## config.mk

```make
export PLATFORM = sky130hd
export DESIGN_NAME = draw_scheduler
export DESIGN_NICKNAME = d
export VERILOG_FILES = /design/src/rtl/draw_scheduler.sv
export SDC_FILE = /design/constraint.sdc
export NUM_CORES = 1
export LEC_CHECK = 0
export BUFFER_PORTS_ARGS = -buffer_cell sky130_fd_sc_hd__buf_4
export CAP_MARGIN = 30
export CORE_MARGIN = 2
export CORE_UTILIZATION = 50
export DETAILED_ROUTE_END_ITERATION = 10
export GPL_ROUTABILITY_DRIVEN = 1
export PLACE_DENSITY = 0.68
export SKIP_LAST_GASP = 1
export SYNTH_ARGS = -nofsm -noshare
export SYNTH_HDL_FRONTEND = slang
export SYNTH_SLANG_ARGS = --single-unit
```

## constraint.sdc

```tcl
create_clock -name clk -period 6.24 [get_ports clk]
set_input_delay 0.312 -clock clk [delete_from_list [all_inputs] [get_ports clk]]
set_output_delay 0.312 -clock clk [all_outputs]
set_load 0.02 [all_outputs]
```

## src/rtl/draw_scheduler.sv

```systemverilog
// Draw-command queue and copy-engine sequencer (IDLE/DISPATCH/RUN/RELEASE).
// Define DRAW_SCHEDULER_CLIP_EN to drop off-screen rectangles and count them.
module draw_scheduler #(
  parameter int SrcAddrWidth = 19,
  parameter int Depth        = 8
) (
  input  logic                    clk,
  input  logic                    reset,
  input  logic                    cmd_valid,
  output logic                    cmd_ready,
  input  logic [9:0]              cmd_x,
  input  logic [9:0]              cmd_y,
  input  logic [9:0]              cmd_w,
  input  logic [9:0]              cmd_h,
  input  logic [SrcAddrWidth-1:0] cmd_src,
  input  logic                    flush,
  output logic [9:0]              ce_dest_x_start,
  output logic [9:0]              ce_dest_x_end,
  output logic [9:0]              ce_dest_y_start,
  output logic [9:0]              ce_dest_y_end,
  output logic [SrcAddrWidth-1:0] ce_src_addr_start,
  output logic                    ce_execute,
  input  logic                    ce_status,
  output logic                    busy,
  output logic [$clog2(Depth):0]  queue_count,
  output logic [15:0]             done_count
`ifdef DRAW_SCHEDULER_CLIP_EN
  ,
  output logic [15:0]             dropped_count
`endif
);

  localparam int AW = $clog2(Depth);
  localparam logic [AW:0] FullCount = (AW+1)'(Depth);

  typedef struct packed {
    logic [9:0]              x;
    logic [9:0]              y;
    logic [9:0]              w;
    logic [9:0]              h;
    logic [SrcAddrWidth-1:0] src;
  } cmd_t;

  typedef enum logic [1:0] {
    IDLE,
    DISPATCH,
    RUN,
    RELEASE
  } state_t;

  cmd_t          mem [Depth];
  cmd_t          in_cmd;
  cmd_t          cur;
  state_t        state;
  logic [AW-1:0] wr_ptr;
  logic [AW-1:0] rd_ptr;
  logic [AW:0]   count;
  logic          full;
  logic          empty;
  logic          push;
  logic          pop;
  logic          zero_size;
  logic          drop;

  assign in_cmd = '{
    x:   cmd_x,
    y:   cmd_y,
    w:   cmd_w,
    h:   cmd_h,
    src: cmd_src
  };

  assign full      = count == FullCount;
  assign empty     = count == '0;
  assign cmd_ready = !full && !flush;
  assign push      = cmd_valid && cmd_ready;
  assign pop       = state == IDLE && !empty && !flush;

  always_ff @(posedge clk) begin
    if (push) begin
      mem[wr_ptr] <= in_cmd;
    end
  end

  // Flush empties the queue by rewinding both pointers.
  always_ff @(posedge clk) begin
    if (reset || flush) begin
      wr_ptr <= '0;
      rd_ptr <= '0;
      count  <= '0;
    end else begin
      if (push) wr_ptr <= wr_ptr + AW'(1);
      if (pop)  rd_ptr <= rd_ptr + AW'(1);
      unique case ({push, pop})
        2'b10:   count <= count + (AW+1)'(1);
        2'b01:   count <= count - (AW+1)'(1);
        default: count <= count;
      endcase
    end
  end

  assign zero_size = cur.w == '0 || cur.h == '0;

`ifdef DRAW_SCHEDULER_CLIP_EN
  logic [10:0] x_sum;
  logic [10:0] y_sum;
  logic        clip;

  assign x_sum = {1'b0, cur.x} + {1'b0, cur.w};
  assign y_sum = {1'b0, cur.y} + {1'b0, cur.h};
  assign clip  = x_sum > 11'd640 || y_sum > 11'd480;
  assign drop  = zero_size || clip;
`else
  assign drop  = zero_size;
`endif

  always_ff @(posedge clk) begin
    if (reset) begin
      state      <= IDLE;
      cur        <= '0;
      ce_execute <= 1'b0;
      done_count <= '0;
`ifdef DRAW_SCHEDULER_CLIP_EN
      dropped_count <= '0;
`endif
    end else if (flush) begin
      // Early exit: an aborted draw never counts as done.
      state      <= IDLE;
      ce_execute <= 1'b0;
    end else begin
      unique case (state)
        IDLE: begin
          if (!empty) begin
            cur   <= mem[rd_ptr];
            state <= DISPATCH;
          end
        end
        DISPATCH: begin
          if (drop) begin
            state <= IDLE;
`ifdef DRAW_SCHEDULER_CLIP_EN
            if (clip) dropped_count <= dropped_count + 16'd1;
`endif
          end else begin
            state      <= RUN;
            ce_execute <= 1'b1;
          end
        end
        RUN: begin
          if (!ce_status) begin
            state      <= RELEASE;
            ce_execute <= 1'b0;
          end
        end
        RELEASE: begin
          done_count <= done_count + 16'd1;
          state      <= IDLE;
        end
        default: state <= IDLE;
      endcase
    end
  end

  assign ce_dest_x_start   = cur.x;
  assign ce_dest_x_end     = cur.x + cur.w;
  assign ce_dest_y_start   = cur.y;
  assign ce_dest_y_end     = cur.y + cur.h;
  assign ce_src_addr_start = cur.src;
  assign busy              = state != IDLE || !empty;
  assign queue_count       = count;

endmodule
```

### Word-level counts from Yosys, hierarchy flattened

Memories as Yosys holds them, arrays and structs flattened. A register that Yosys moved wholly into a read port is not among the register bits.
Cells that the tools add are included.

| operators by class | value |
|---|---|
| add/subtract/negate cells | 7 |
| $mul | 0 |
| divide/modulo/power cells | 0 |
| $lt $le $gt $ge | 0 |
| equal/unequal tests | 9 |
| shift-type cells | 0 |
| muxes and demuxes | 10 |
| bitwise gates (word level) | 2 |
| reductions and logical operators | 22 |

Operators by type and width:

| cell | count |
|---|---|
| adder 10 bit | 2 |
| zero test 10 bit | 2 |
| adder 16 x 1 -> 16 bit (second input constant) | 1 |
| case mux 2 bit (4 select lines) | 1 |
| case mux 4 bit (2 select lines) | 1 |
| adder 3 x 1 -> 3 bit (second input constant) | 2 |
| equality test 2 bit (second input constant) | 3 |
| two-way mux 2 bit | 3 |
| inequality test 2 bit (second input constant) | 3 |
| AND reduction 3 bit | 2 |
| nonzero test 2 bit | 3 |
| adder 4 x 1 -> 4 bit (second input constant) | 1 |
| equality test 2 x 1 -> 1 bit (second input constant) | 2 |
| equality test 4 bit (second input constant) | 1 |
| logical AND 1 bit | 4 |
| zero test 4 bit | 1 |
| two-way mux 1 bit | 4 |
| AND reduction 2 bit | 2 |
| subtractor 4 x 1 -> 4 bit (second input constant) | 1 |
| zero test 1 bit | 3 |
| logical OR 1 bit | 3 |
| zero test 2 bit | 1 |
| NOT 1 bit | 2 |
| case mux 1 bit (2 select lines) | 1 |
| OR reduction 2 bit | 1 |

| word-level totals | value |
|---|---|
| flip-flop bits (word level) | 29 |
| bits in latches | 0 |
| RAM bits | 472 |
| ROM bits | 0 |
| input bits | 64 |
| output and inout port bits | 82 |
| logic and storage cells | 57 |
| memories | 1 |

Memories:

| memory | depth | bits a word | rd ports | clocked after Yosys merged registers in | wr ports | RTL line | text |
|---|---|---|---|---|---|---|---|
| mem | 8 | 59 | 1 | 1 | 1 | 51 | `cmd_t mem [Depth];` |

### Logic depth before layout (Yosys ltp)

| depth | value |
|---|---|
| depth in word-level cells | 6 |
| depth in mapped cells | 11 |

### Least setup slack after synthesis

OpenSTA, ideal clock, no wires.

| timing path | value |
|---|---|
| path kind | register -> register |
| start point | reg count[0], in the netlist queue_count[0] |
| end point | mem mem[0][0] (netlist name) (enable) |
| data arrival time | 5.462 ns |
| data required time | 5.691 ns |
| path slack | 0.230 ns |
| cell stages (with the launch flop) | 6 |
| path buffers | 0 |
| clock period less this slack | 6.010 ns |
| cells stage by stage | dfxtp_1 > nor3_1 > a21oi_2 > nand2_1 > or2_1 > nor3_1 |

| on the way | value |
|---|---|
| longest elaborated chain between the ends | 6 |

Ends and longest elaborated chain:

| what | RTL line | text |
|---|---|---|
| from (decl) | 57 | `logic [AW:0] count;` |
| from (signal assigned) | 95 | `2'b10: count <= count + (AW+1)'(1);` |
| from (signal assigned) | 96 | `2'b01: count <= count - (AW+1)'(1);` |
| from (signal assigned) | 97 | `default: count <= count;` |
| equality test 4 bit | 73 | `assign full = count == FullCount;` |
| zero test 1 bit | 75 | `assign cmd_ready = !full && !flush;` |
| logical AND 1 bit | 75 |  |
| named net cmd_ready | 10 | `output logic cmd_ready,` |
| logical AND 1 bit | 76 | `assign push = cmd_valid && cmd_ready;` |
| two-way mux 1 bit | 80 | `if (push) begin` |
| two-way mux 1 bit (implied by the code) | 81 | `mem[wr_ptr] <= in_cmd;` |
| to (decl) | 51 |  |

The timed path passes the listed nets, and every way through them passes these cells.

### Final worst setup path

| timing path | value |
|---|---|
| start point | reg count[0], in the netlist queue_count[0] |
| end point | mem mem[3][42] (netlist name) (enable) |

| on the way | value |
|---|---|
| longest elaborated chain between the ends | 6 |

Ends and longest elaborated chain:

| what | RTL line |
|---|---|
| equality test 4 bit | 73 |
| zero test 1 bit | 75 |
| logical AND 1 bit | 75 |
| logical AND 1 bit | 76 |
| two-way mux 1 bit | 80 |
| two-way mux 1 bit (implied by the code) | 81 |

Every way passes these cells.

==> metrics.md <==
| Metric | Value |
|---|---|
| Run status | completed |
| Maximum vdd drop | 0.261 mV |
| CTS Buffer Depth | 3 |
| I/O pin total | 146 |
| Clock share of power | 41.3% |
| Worst Path Required | 6.46 ns |
| Hold-critical path depth | 2 |
| Period utilization | 48.7% |
| Seq/Total Area, Yosys | 71.0% |
| I/O Buffers | 145 |
| Maximum clock rate | 0.329 GHz |
| CTS Buf Count | 56 |
| Cts hold-fix bufs | 60 |
| Largest net degree at the start of global routing | 80 |
| Final HPWL DP | 26.4 mm |
| Hold Crit Start | reset |
| Layout cells sized above 1 | 25.5% |
| Skew-Pair Late Insertion Delay | 0.60 ns |
| DIE WIDTH | 216 µm |
| Final net count | 1459 |
| Die Area | 46600 µm² |
| CTS tree | done |
| Share of synthesized registers carrying an async set or reset | 0% |
| RSZ-0062 raised after global routing | no |
| Most common cell after layout, fill and taps aside | edfxtp_1 |
| Max_slew headroom | 39.1% |
| Endpoints failing setup | 0 |
| Internal power | 6.10 mW |
| GP Congestion | 0.779 |
| Multi-input logic area | 5540 µm² |
| FF+latch area | 15900 µm² |
| Comb power frac | 5.1% |
| Gr ovfl total | 0 |
| Clock transition at path regs | 0.06 ns |
| Post-Syn Area | 22400 µm² |
| EDFF count, synth | 472 |
| Worst Tran Pin Value | 0.913 ns |
| Global-route usage over all layers | 19.7% |
| Final Power | 7.71 mW |
| Via count | 11.2k |
| Final Critical Period | 3.04 ns |
| Clock root buffer | clkbuf_16 |
| WHS Endpoint | ce_dest_x_start[4] |
| Synthesized flop and latch total | 560 |
| Drt pass-1 iters | 5 |
| Distinct cells, synth | 48 |
| Detailed Route Iter0 Violations | 937 |
| R2R setup slack | 3.20 ns |
| Worst setup SP type | register |
| Routed wire length | 45.3 mm |
| Worst min path class | primary input to register |
| Fin. Hold Viols | 0 |
| P per Cell Area | 297 nW/µm² |
| Post-route DRC violation count | 0 |
| Avg Vias per Cell | 5.56 |
| First-pass GRT wire length | 69.5 mm |
| Setup_tns | 0 ns |
| Sw frac | 20.8% |
| Htree depth | 2 |
| Starting Density | 50.8% |
| Max Cap Viol | 0 |
| Syn_nets | 1272 |
| P&R area growth vs syn | 15.4% |
| WP data arrival | 3.27 ns |
| CP max FO | 37 |
| Filler Cells Inserted | 3273 |
| Most frequent cells in the layout | edfxtp_1, buf_4, mux4_2 |
| Syn Inst Count | 1181 |
| # clock sinks | 560 |
| Die height | 216 µm |
| Reg power frac | 53.5% |
| Post-CTS setup buffers | 0 |
| CP Capture Type | register |
| Syn Area/Cell | 19.0 µm² |
| R2R Path End | mem[3][42] |
| Average wire per standard cell | 22.6 µm |
| Ys Warns | 0 |
| Crit path kind | register to register |
| Site Rows | 77 |
| Initial antenna violation count | 1 |
| Setup Skew | 0.0209 ns |
| Final ANT Viol Nets | 0 |
| Reg2reg path depth | 5 |
| P_sw | 1.60 mW |
| Top FF cell, synth | edfxtp_1 |
| Post-CTS Resized | 0 |
| Vias in the first global route | 11.5k |
| Core footprint | 44200 µm² |
| Final Max Tran Viols | 0 |
| Leak pwr | 8.46 nW |
| Crit Reg-Reg Startpoint | queue_count[0] |
## registers in the layout, summed over array words and instances (netlist names), named ones only
signal / flops
ce_dest_x_start: 10
ce_dest_y_start: 10
ce_execute: 1
ce_src_addr_start: 19
cur: 20
done_count: 16
mem: 472
queue_count: 4
rd_ptr: 3
state: 1
wr_ptr: 3
## critical path: stages, from the launching register on
cell and delay (ns):
dfxtp_1 0.45, nor3_1 0.12, a21oi_2 0.27, nand3_1 0.38, nor2_4 0.77, buf_4 0.64
## Yosys cell counts, drive strengths merged (4+ instances only)
library cell    n  area, µm²
nor4            7       62.6
buf            77        776
nand3          21        105
a211oi         59        443
o21ai           4       20.0
dfxtp          88       1760
clkbuf         17        204
a21o            7       52.6
ha             24        300
xnor2          16        140
nor2          102        385
xor2           22        193
nor3            5       25.0
a21oi          18       93.8
mux4          118       2690
nand2          16       60.1
edfxtp        472      14200
mux2i          60        601
nand2b          4       25.0
inv            10       37.5
## area by class of cell
type,count,area share (%)
antenna,1,0.00966
clock buffer,82,5.95
clock inverter,22,0.724
inverter,10,0.145
multi-input combinational,515,21.4
sequential,560,61.6
tap,592,2.86
timing repair buffer,225,7.38
## layer usage
metal	GRT usage, %	vias to the layer above	share of wire (%)
li1	-	5055	-
met1	26.8	5735	43
met2	33.3	319	49
met3	3.96	50	5.9
met4	4.16	0	1.5
met5	0	-	0
## stage by stage
step	setup WS (ns)	instances	instance area, µm²	hold WS, ns	utilization (%)
after global routing	2.96	2007	25900	0.00513	58.6
after CTS	3.11	2005	25900	0.00639	58.5
final	3.20	2007	25900	0.0296	58.6
after floorplan	0.230	1181	22400	0.411	-
after global placement	3.23	1838	23500	0.463	53.1
after detailed placement	3.15	1841	23500	0.471	53.2
## power by group through the flow
stage	Combinational (mW)	Sequential, mW	Clock [mW]
finish	0.396	4.12	3.18
global route	0.430	4.13	3.39
CTS	0.400	4.12	3.25
detailed placement	0.365	4.20	0
global placement	0.354	4.20	0
floorplan	0.235	4.20	0
## logic make-up after synthesis
| group | Yosys count | synth area share [%] |
|---|---|---|
| DFF | 560 | 71.0 |
| xor gates and xnor gates | 38 | 1.48 |
| muxes | 178 | 14.7 |
| adders and majority gates | 27 | 1.61 |
| and+or+nand+nor | 173 | 3.50 |
| buffers and inverters | 106 | 4.62 |
| AOI/OAI and AO/OA | 99 | 3.13 |
## worst max path at each step
stage	slack, ns	to	cells after the start	start
finish	3.20	mem[3][42]	5	queue_count[0]
global placement	3.23	mem[3][3]	5	queue_count[0]
detailed placement	3.15	mem[3][15]	5	queue_count[0]
CTS	3.11	mem[3][52]	5	queue_count[0]
global route	2.96	mem[3][42]	5	queue_count[0]
floorplan	0.23	mem[0][0]	5	queue_count[0]
No activity file was read; power rests on OpenSTA's default activity.
